File: src/rtl/camera_pkg.sv
// rtl/camera_pkg.sv - shared OV7670 capture constants and FSM state encodings
package camera_pkg;

    // Capture FSM states; the numeric values are exported on the status port.
    typedef enum logic [1:0] {
        WAIT_INIT  = 2'd0,
        WAIT_FRAME = 2'd1,
        CAPTURE    = 2'd2
    } cap_state_t;

    // OV7670 VGA defaults.
    localparam int OV_WIDTH  = 640;
    localparam int OV_HEIGHT = 480;

    // RGB444 pixel width {R,G,B}.
    localparam int PIX_W = 12;

endpackage

File: src/rtl/camera_capture_if.sv
// rtl/camera_capture_if.sv - pixel write bus from capture stage to frame buffer
// Signals:
//   pix_valid  one-cycle write strobe
//   pix_addr   linear frame-buffer address y*WIDTH + x
//   pix_data   {R[3:0],G[3:0],B[3:0]}
// Modports: master (capture side, drives), slave (frame buffer side, receives).
interface camera_capture_if
    import camera_pkg::*;
#(
    parameter int ADDR_W = 19
);
    logic              pix_valid;
    logic [ADDR_W-1:0] pix_addr;
    logic [PIX_W-1:0]  pix_data;

    modport master (output pix_valid, pix_addr, pix_data);
    modport slave  (input  pix_valid, pix_addr, pix_data);
endinterface

File: src/rtl/cam_sync.sv
// rtl/cam_sync.sv - N-bit two-flop synchroniser with registered previous value
// Ports:
//   clk_100MHz  system clock
//   rst_n       asynchronous active-low reset
//   d           asynchronous input bundle
//   q           synchronised bundle
//   q_prev      q delayed one cycle, for edge detection
module cam_sync #(
    parameter int N = 11
) (
    input  logic         clk_100MHz,
    input  logic         rst_n,
    input  logic [N-1:0] d,
    output logic [N-1:0] q,
    output logic [N-1:0] q_prev
);

    logic [N-1:0] meta;

    always_ff @(posedge clk_100MHz or negedge rst_n) begin
        if (!rst_n) begin
            meta   <= '0;
            q      <= '0;
            q_prev <= '0;
        end else begin
            meta   <= d;
            q      <= meta;
            q_prev <= q;
        end
    end

endmodule

File: src/rtl/camera_capture.sv
// rtl/camera_capture.sv - OV7670 RGB444 pixel capture into linear frame-buffer writes
// Ports:
//   clk_100MHz  system clock
//   rst_n       asynchronous active-low reset
//   init_done   camera register initialisation complete (level)
//   cam_pclk    camera pixel clock (asynchronous, oversampled)
//   cam_vsync   camera vertical sync, high during vertical blank
//   cam_href    camera line-valid
//   cam_data    camera data byte
//   pix         pixel write bus (master)
//   frame_done  one-cycle pulse at end of each captured frame
//   status      current FSM state
module camera_capture
    import camera_pkg::*;
#(
    parameter int WIDTH  = OV_WIDTH,
    parameter int HEIGHT = OV_HEIGHT,
    parameter int ADDR_W = 19
) (
    input  logic                    clk_100MHz,
    input  logic                    rst_n,
    input  logic                    init_done,
    input  logic                    cam_pclk,
    input  logic                    cam_vsync,
    input  logic                    cam_href,
    input  logic [7:0]              cam_data,
    camera_capture_if.master        pix,
    output logic                    frame_done,
    output logic [1:0]              status
);

    localparam int XW = $clog2(WIDTH + 1);
    localparam int YW = $clog2(HEIGHT + 1);
    localparam logic [XW-1:0]     X_END     = XW'(WIDTH);
    localparam logic [YW-1:0]     Y_END     = YW'(HEIGHT);
    localparam logic [ADDR_W-1:0] LINE_STEP = ADDR_W'(WIDTH);

    // Bundle layout: [10]=pclk [9]=vsync [8]=href [7:0]=data
    logic [10:0] s_q;
    logic [10:0] s_prev;

    cam_sync #(.N(11)) u_sync (
        .clk_100MHz (clk_100MHz),
        .rst_n      (rst_n),
        .d          ({cam_pclk, cam_vsync, cam_href, cam_data}),
        .q          (s_q),
        .q_prev     (s_prev)
    );

    logic       pclk_rise, vs_rise, vs_fall, href, href_fall;
    logic [7:0] data;
    logic       sync_prev_unused;

    assign pclk_rise = s_q[10] & ~s_prev[10];
    assign vs_rise   = s_q[9]  & ~s_prev[9];
    assign vs_fall   = ~s_q[9] &  s_prev[9];
    assign href      = s_q[8];
    assign href_fall = ~s_q[8] &  s_prev[8];
    assign data      = s_q[7:0];
    // Only the control bits need edge detection.
    assign sync_prev_unused = ^s_prev[7:0];

    cap_state_t        state;
    logic [XW-1:0]     x;
    logic [YW-1:0]     y;
    logic [ADDR_W-1:0] line_base;
    logic              phase;
    logic [3:0]        red;

    assign status = state;

    always_ff @(posedge clk_100MHz or negedge rst_n) begin
        if (!rst_n) begin
            state         <= WAIT_INIT;
            x             <= '0;
            y             <= '0;
            line_base     <= '0;
            phase         <= 1'b0;
            red           <= '0;
            pix.pix_valid <= 1'b0;
            pix.pix_addr  <= '0;
            pix.pix_data  <= '0;
            frame_done    <= 1'b0;
        end else begin
            pix.pix_valid <= 1'b0;
            frame_done    <= 1'b0;
            if (!init_done) begin
                // Losing initialisation abandons the frame without frame_done.
                state <= WAIT_INIT;
                phase <= 1'b0;
            end else begin
                case (state)
                    WAIT_INIT: state <= WAIT_FRAME;
                    WAIT_FRAME: begin
                        // Start only on a frame boundary; a coincident byte is ignored.
                        if (vs_fall) begin
                            x         <= '0;
                            y         <= '0;
                            line_base <= '0;
                            phase     <= 1'b0;
                            state     <= CAPTURE;
                        end
                    end
                    CAPTURE: begin
                        if (vs_rise) begin
                            frame_done <= 1'b1;
                            state      <= WAIT_FRAME;
                        end else if (href_fall) begin
                            // Line end wins over a coincident byte; an odd byte is dropped.
                            phase <= 1'b0;
                            if (x != '0) begin
                                x <= '0;
                                if (y < Y_END) begin
                                    y         <= y + 1'b1;
                                    line_base <= line_base + LINE_STEP;
                                end
                            end
                        end else if (pclk_rise && href) begin
                            if (!phase) begin
                                red   <= data[3:0];
                                phase <= 1'b1;
                            end else begin
                                phase <= 1'b0;
                                if (x < X_END && y < Y_END) begin
                                    pix.pix_valid <= 1'b1;
                                    pix.pix_addr  <= line_base + ADDR_W'(x);
                                    pix.pix_data  <= {red, data};
                                end
                                if (x < X_END) x <= x + 1'b1;
                            end
                        end
                    end
                    default: state <= WAIT_INIT;
                endcase
            end
        end
    end

endmodule

File: src/flat_wrapper.sv
// flat-port wrapper written by rule: the top's interface ports become plain ports
module camera_capture_flat import camera_pkg::*;
#(
    parameter int WIDTH  = OV_WIDTH,
    parameter int HEIGHT = OV_HEIGHT,
    parameter int ADDR_W = 19
)
  (clk_100MHz, rst_n, init_done, cam_pclk, cam_vsync, cam_href, cam_data, frame_done, status, pix_pix_valid, pix_pix_addr, pix_pix_data);
  camera_capture_if #(.ADDR_W(ADDR_W)) pix_i ();
  input  logic clk_100MHz;
  input  logic rst_n;
  input  logic init_done;
  input  logic cam_pclk;
  input  logic cam_vsync;
  input  logic cam_href;
  input  logic [7:0] cam_data;
  output logic frame_done;
  output logic [1:0] status;
  output wire logic [$bits(pix_i.pix_valid)-1:0] pix_pix_valid;
  output wire logic [$bits(pix_i.pix_addr)-1:0] pix_pix_addr;
  output wire logic [$bits(pix_i.pix_data)-1:0] pix_pix_data;
  assign pix_pix_valid = pix_i.pix_valid;
  assign pix_pix_addr = pix_i.pix_addr;
  assign pix_pix_data = pix_i.pix_data;
  camera_capture #(.WIDTH(WIDTH), .HEIGHT(HEIGHT), .ADDR_W(ADDR_W)) u_core (.clk_100MHz(clk_100MHz), .rst_n(rst_n), .init_done(init_done), .cam_pclk(cam_pclk), .cam_vsync(cam_vsync), .cam_href(cam_href), .cam_data(cam_data), .pix(pix_i), .frame_done(frame_done), .status(status));
endmodule
File: config.mk
export PLATFORM = sky130hd
export DESIGN_NAME = camera_capture_flat
export DESIGN_NICKNAME = d
export VERILOG_FILES = /design/src/rtl/camera_pkg.sv /design/src/rtl/camera_capture_if.sv /design/src/rtl/cam_sync.sv /design/src/rtl/camera_capture.sv /design/src/flat_wrapper.sv
export SDC_FILE = /design/constraint.sdc
export NUM_CORES = 1
export LEC_CHECK = 0
export BUFFER_PORTS_ARGS = -buffer_cell sky130_fd_sc_hd__buf_2
export CAP_MARGIN = 15
export CORE_ASPECT_RATIO = 1.2
export CORE_MARGIN = 5
export CORE_UTILIZATION = 53
export DETAILED_ROUTE_END_ITERATION = 7
export PLACE_DENSITY = 0.84
export SLEW_MARGIN = 20
export SYNTH_ARGS = -nofsm -noshare
export SYNTH_HDL_FRONTEND = slang
export SYNTH_HIERARCHICAL = 1
export SYNTH_SLANG_ARGS = --single-unit
File: constraint.sdc
create_clock -name clk_100MHz -period 1.85 [get_ports clk_100MHz]
set_clock_uncertainty 0.15 [all_clocks]
set_input_delay 0.0925 -clock clk_100MHz [delete_from_list [all_inputs] [get_ports clk_100MHz]]
set_output_delay 0.0925 -clock clk_100MHz [all_outputs]
set_load 0.02 [all_outputs]
==> flow_metrics.py <==
metrics = {
    "floorplanning": {
        "io_pins": 49,
        "die_h_microns": 109.8,
        "core_sq_um": 8108,
        "die_w_microns": 93.16,
        "die_area_sq_um": 10230,
        "start_util_pct": 54.24,
        "rows": 36,
    },
    "sta": {
        "drv_slew": 1,
        "setup_viol": 66,
        "slew_headroom_pct": -0.09075,
        "post-route-period-util_pct": 123.7,
        "hold_violations": 0,
        "finalSetupTns_ns": -16.07,
        "worst_pin_slew_ns": 1.488,
        "rsz0062_at_grt": "true",
        "period_minus_slack_ns": 2.289,
        "fmax_ghz": 0.4368,
        "fin_ws_ns": -0.4392,
    },
    "run": {
        "max_cap_viol_count": 0,
    },
    "logic_synthesis": {
        "syn_avg_cell_area_sq_um": 10.97,
        "syn_nets": 423,
        "syn-instance-count": 401,
        "synth_area_sq_um": 4398,
        "ys.warnings.count": 6,
    },
    "finish": {
        "final_common_cell": "dfrtp_1",
        "n_fill_cell": 395,
        "area.growth.synth_to_final_pct": 44.89,
        "seq_area_sq_um": 2406,
        "fin_nets": 558,
        "utilization_pct": 78.60,
        "antenna_cells": 0,
        "drive_above_1_share_pct": 48.06,
        "layout_common_cells": "93 x dfrtp_1, 59 x buf_4, 47 x buf_2",
        "multi_input_area_sq_um": 2457,
    },
    "grt": {
        "antenna_found_initial": 0,
        "grt_pass1_vias": 4214,
        "overflow": 0,
        "grt_start_max_net_pins": 51,
        "grtUsageTotal_pct": 27.29,
        "grt_pass1_wl_microns": 21360,
    },
    "power_and_ir_drop": {
        "vdd.ir_drop.worst_mv": 0.4347,
        "powerDensity_nw_per_um2": 676.4,
        "sw_frac_of_total_pct": 28.07,
        "power_frac_clock_pct": 34.0,
        "p_comb_share_pct": 14.0,
        "cell_internal_pwr_uw": 3100,
        "leakage_uw": 0.002904,
        "switchingPower_uw": 1210,
        "power_frac_seq_pct": 52.0,
    },
    "worst_hold_path": {
        "hold_path.class": "input pin to async pin",
    },
    "critical_path": {
        "crit_fanout": 16,
        "worst_setup_path_start_kind": "flip-flop",
        "critPathKind": "flip-flop to flip-flop",
        "worstPathRequired_ns": 1.96,
        "slowest_stage": "or4_4",
        "max_stage_delay_ns": 0.60,
        "crit_arrival_ns": 2.40,
        "endpoint_kind": "flip-flop",
        "crit_chain": "o21ai_4 > nand3_2 > or4_4 > buf_12 > mux2_4",
    },
    "route": {
        "drt_iter0_markers": 590,
        "drc": 0,
        "routed_wl_microns": 16520,
        "drt-wirelength-per-cell_microns": 25.98,
        "num_vias": 4367,
        "dr.pass1.iters": 6,
        "drtAntennaViolNets": 0,
        "routed_via_density": 6.866,
    },
    "clock_tree": {
        "cts_max_path_buffers": 2,
        "cts_tree": "done",
        "cts.sinks": 96,
        "cts.reportedPaths.clkPinSlew_ns": 0.10,
        "numCtsBuffers": 9,
        "cts_root_buf": "clkbuf_8",
        "insertion_delay_ns": 0.38,
        "htree_levels": 3,
    },
    "status": {
        "violations": "slew limit, setup timing",
        "outcome": "finished with violations",
    },
    "placement": {
        "gp_congestion": 0.8942,
        "io_buffers": 48,
        "hpwlAfterDp_microns": 7452,
        "dp_slack_ns": -0.2993,
    },
}
## stage by stage
stage / cells / hold WS (ns) / cell area (sq um) / power (uW)
finish: 636 / 0.04059 / 6372 / 4310
global route: 636 / 0.1068 / 6372 / 4416
CTS: 634 / 0.05038 / 6086 / 4143
detailed placement: 587 / -0.08916 / 5231 / 2649
global placement: 587 / -0.08993 / 5231 / 2630
floorplan: 401 / -0.3531 / 4478 / 2445
## metal layers
metal	up-vias	GRT usage [%]	routed length, microns
li1	1729	-	-
met1	2138	29.94	5674
met2	368	47.97	8195
met3	132	5.407	1472
met4	0	18.01	1180
met5	-	0	0
## power by group through the flow
| stage | Combinational (uW) | Sequential [uW] | Clock, uW |
|---|---|---|---|
| global route | 633 | 2250 | 1540 |
| CTS | 485 | 2220 | 1440 |
| global placement | 376 | 2250 | 0 |
| floorplan | 196 | 2250 | 0 |
| finish | 604 | 2240 | 1460 |
| detailed placement | 388 | 2260 | 0 |
## critical path, delay by kind of cell (launching register included)
family | cells | cell delay (ns)
compound gates | 1 | 0.28
buf+inv | 1 | 0.19
flops | 1 | 0.46
mux | 1 | 0.31
simple gates | 2 | 0.78
## cell type report
type	count	area share (%)
multi-input cells	276	38.56
flip-flops and latches	96	37.76
repair buffers	147	18.22
clock buffers	11	2.219
well taps	95	1.865
clock inverters	5	1.021
inverters	6	0.3534
## timing repair
item	4_1_cts	5_1_grt
setup endpoints to repair	66	67
endpoints found under the hold margin	111	0
cloned	2	0
buffers inserted	15	4
hold buffers	14	0
pin swaps	32	20
gates resized for setup	94	62
## worst paths after layout
kind                       slack [ns]  depth (start not counted)                            endpoint                            start
max                             -0.44                          5  u_core/pix.pix_addr[5]$_DFFE_PN0P_          u_core/x[7]$_DFFE_PN0P_
min                              0.04                          2             u_core/x[9]$_DFFE_PN0P_                            rst_n
max reg2reg                     -0.44                          5  u_core/pix.pix_addr[5]$_DFFE_PN0P_          u_core/x[7]$_DFFE_PN0P_
min reg2reg                      0.21                          0        u_core/u_sync/q[7]$_DFF_PN0_  u_core/u_sync/meta[7]$_DFF_PN0_
max in group asynchronous        0.86                          3        u_core/status[0]$_DFFE_PN0P_                            rst_n
min in group clk_100MHz          0.19                          2     u_core/u_sync/meta[8]$_DFF_PN0_                         cam_href
## registers in the layout (all words and copies together) (netlist names), 2 cells and up
| register | flops |
|---|---|
| u_core/pix.pix_addr | 19 |
| u_core/status | 2 |
| u_core/y | 9 |
| u_core/pix.pix_data | 12 |
| u_core/red | 4 |
| u_core/u_sync/meta | 11 |
| u_core/x | 10 |
| u_core/u_sync/q | 11 |
| u_core/u_sync/q_prev | 3 |
| u_core/line_base | 12 |
Power figures use the tool's default switching activity.
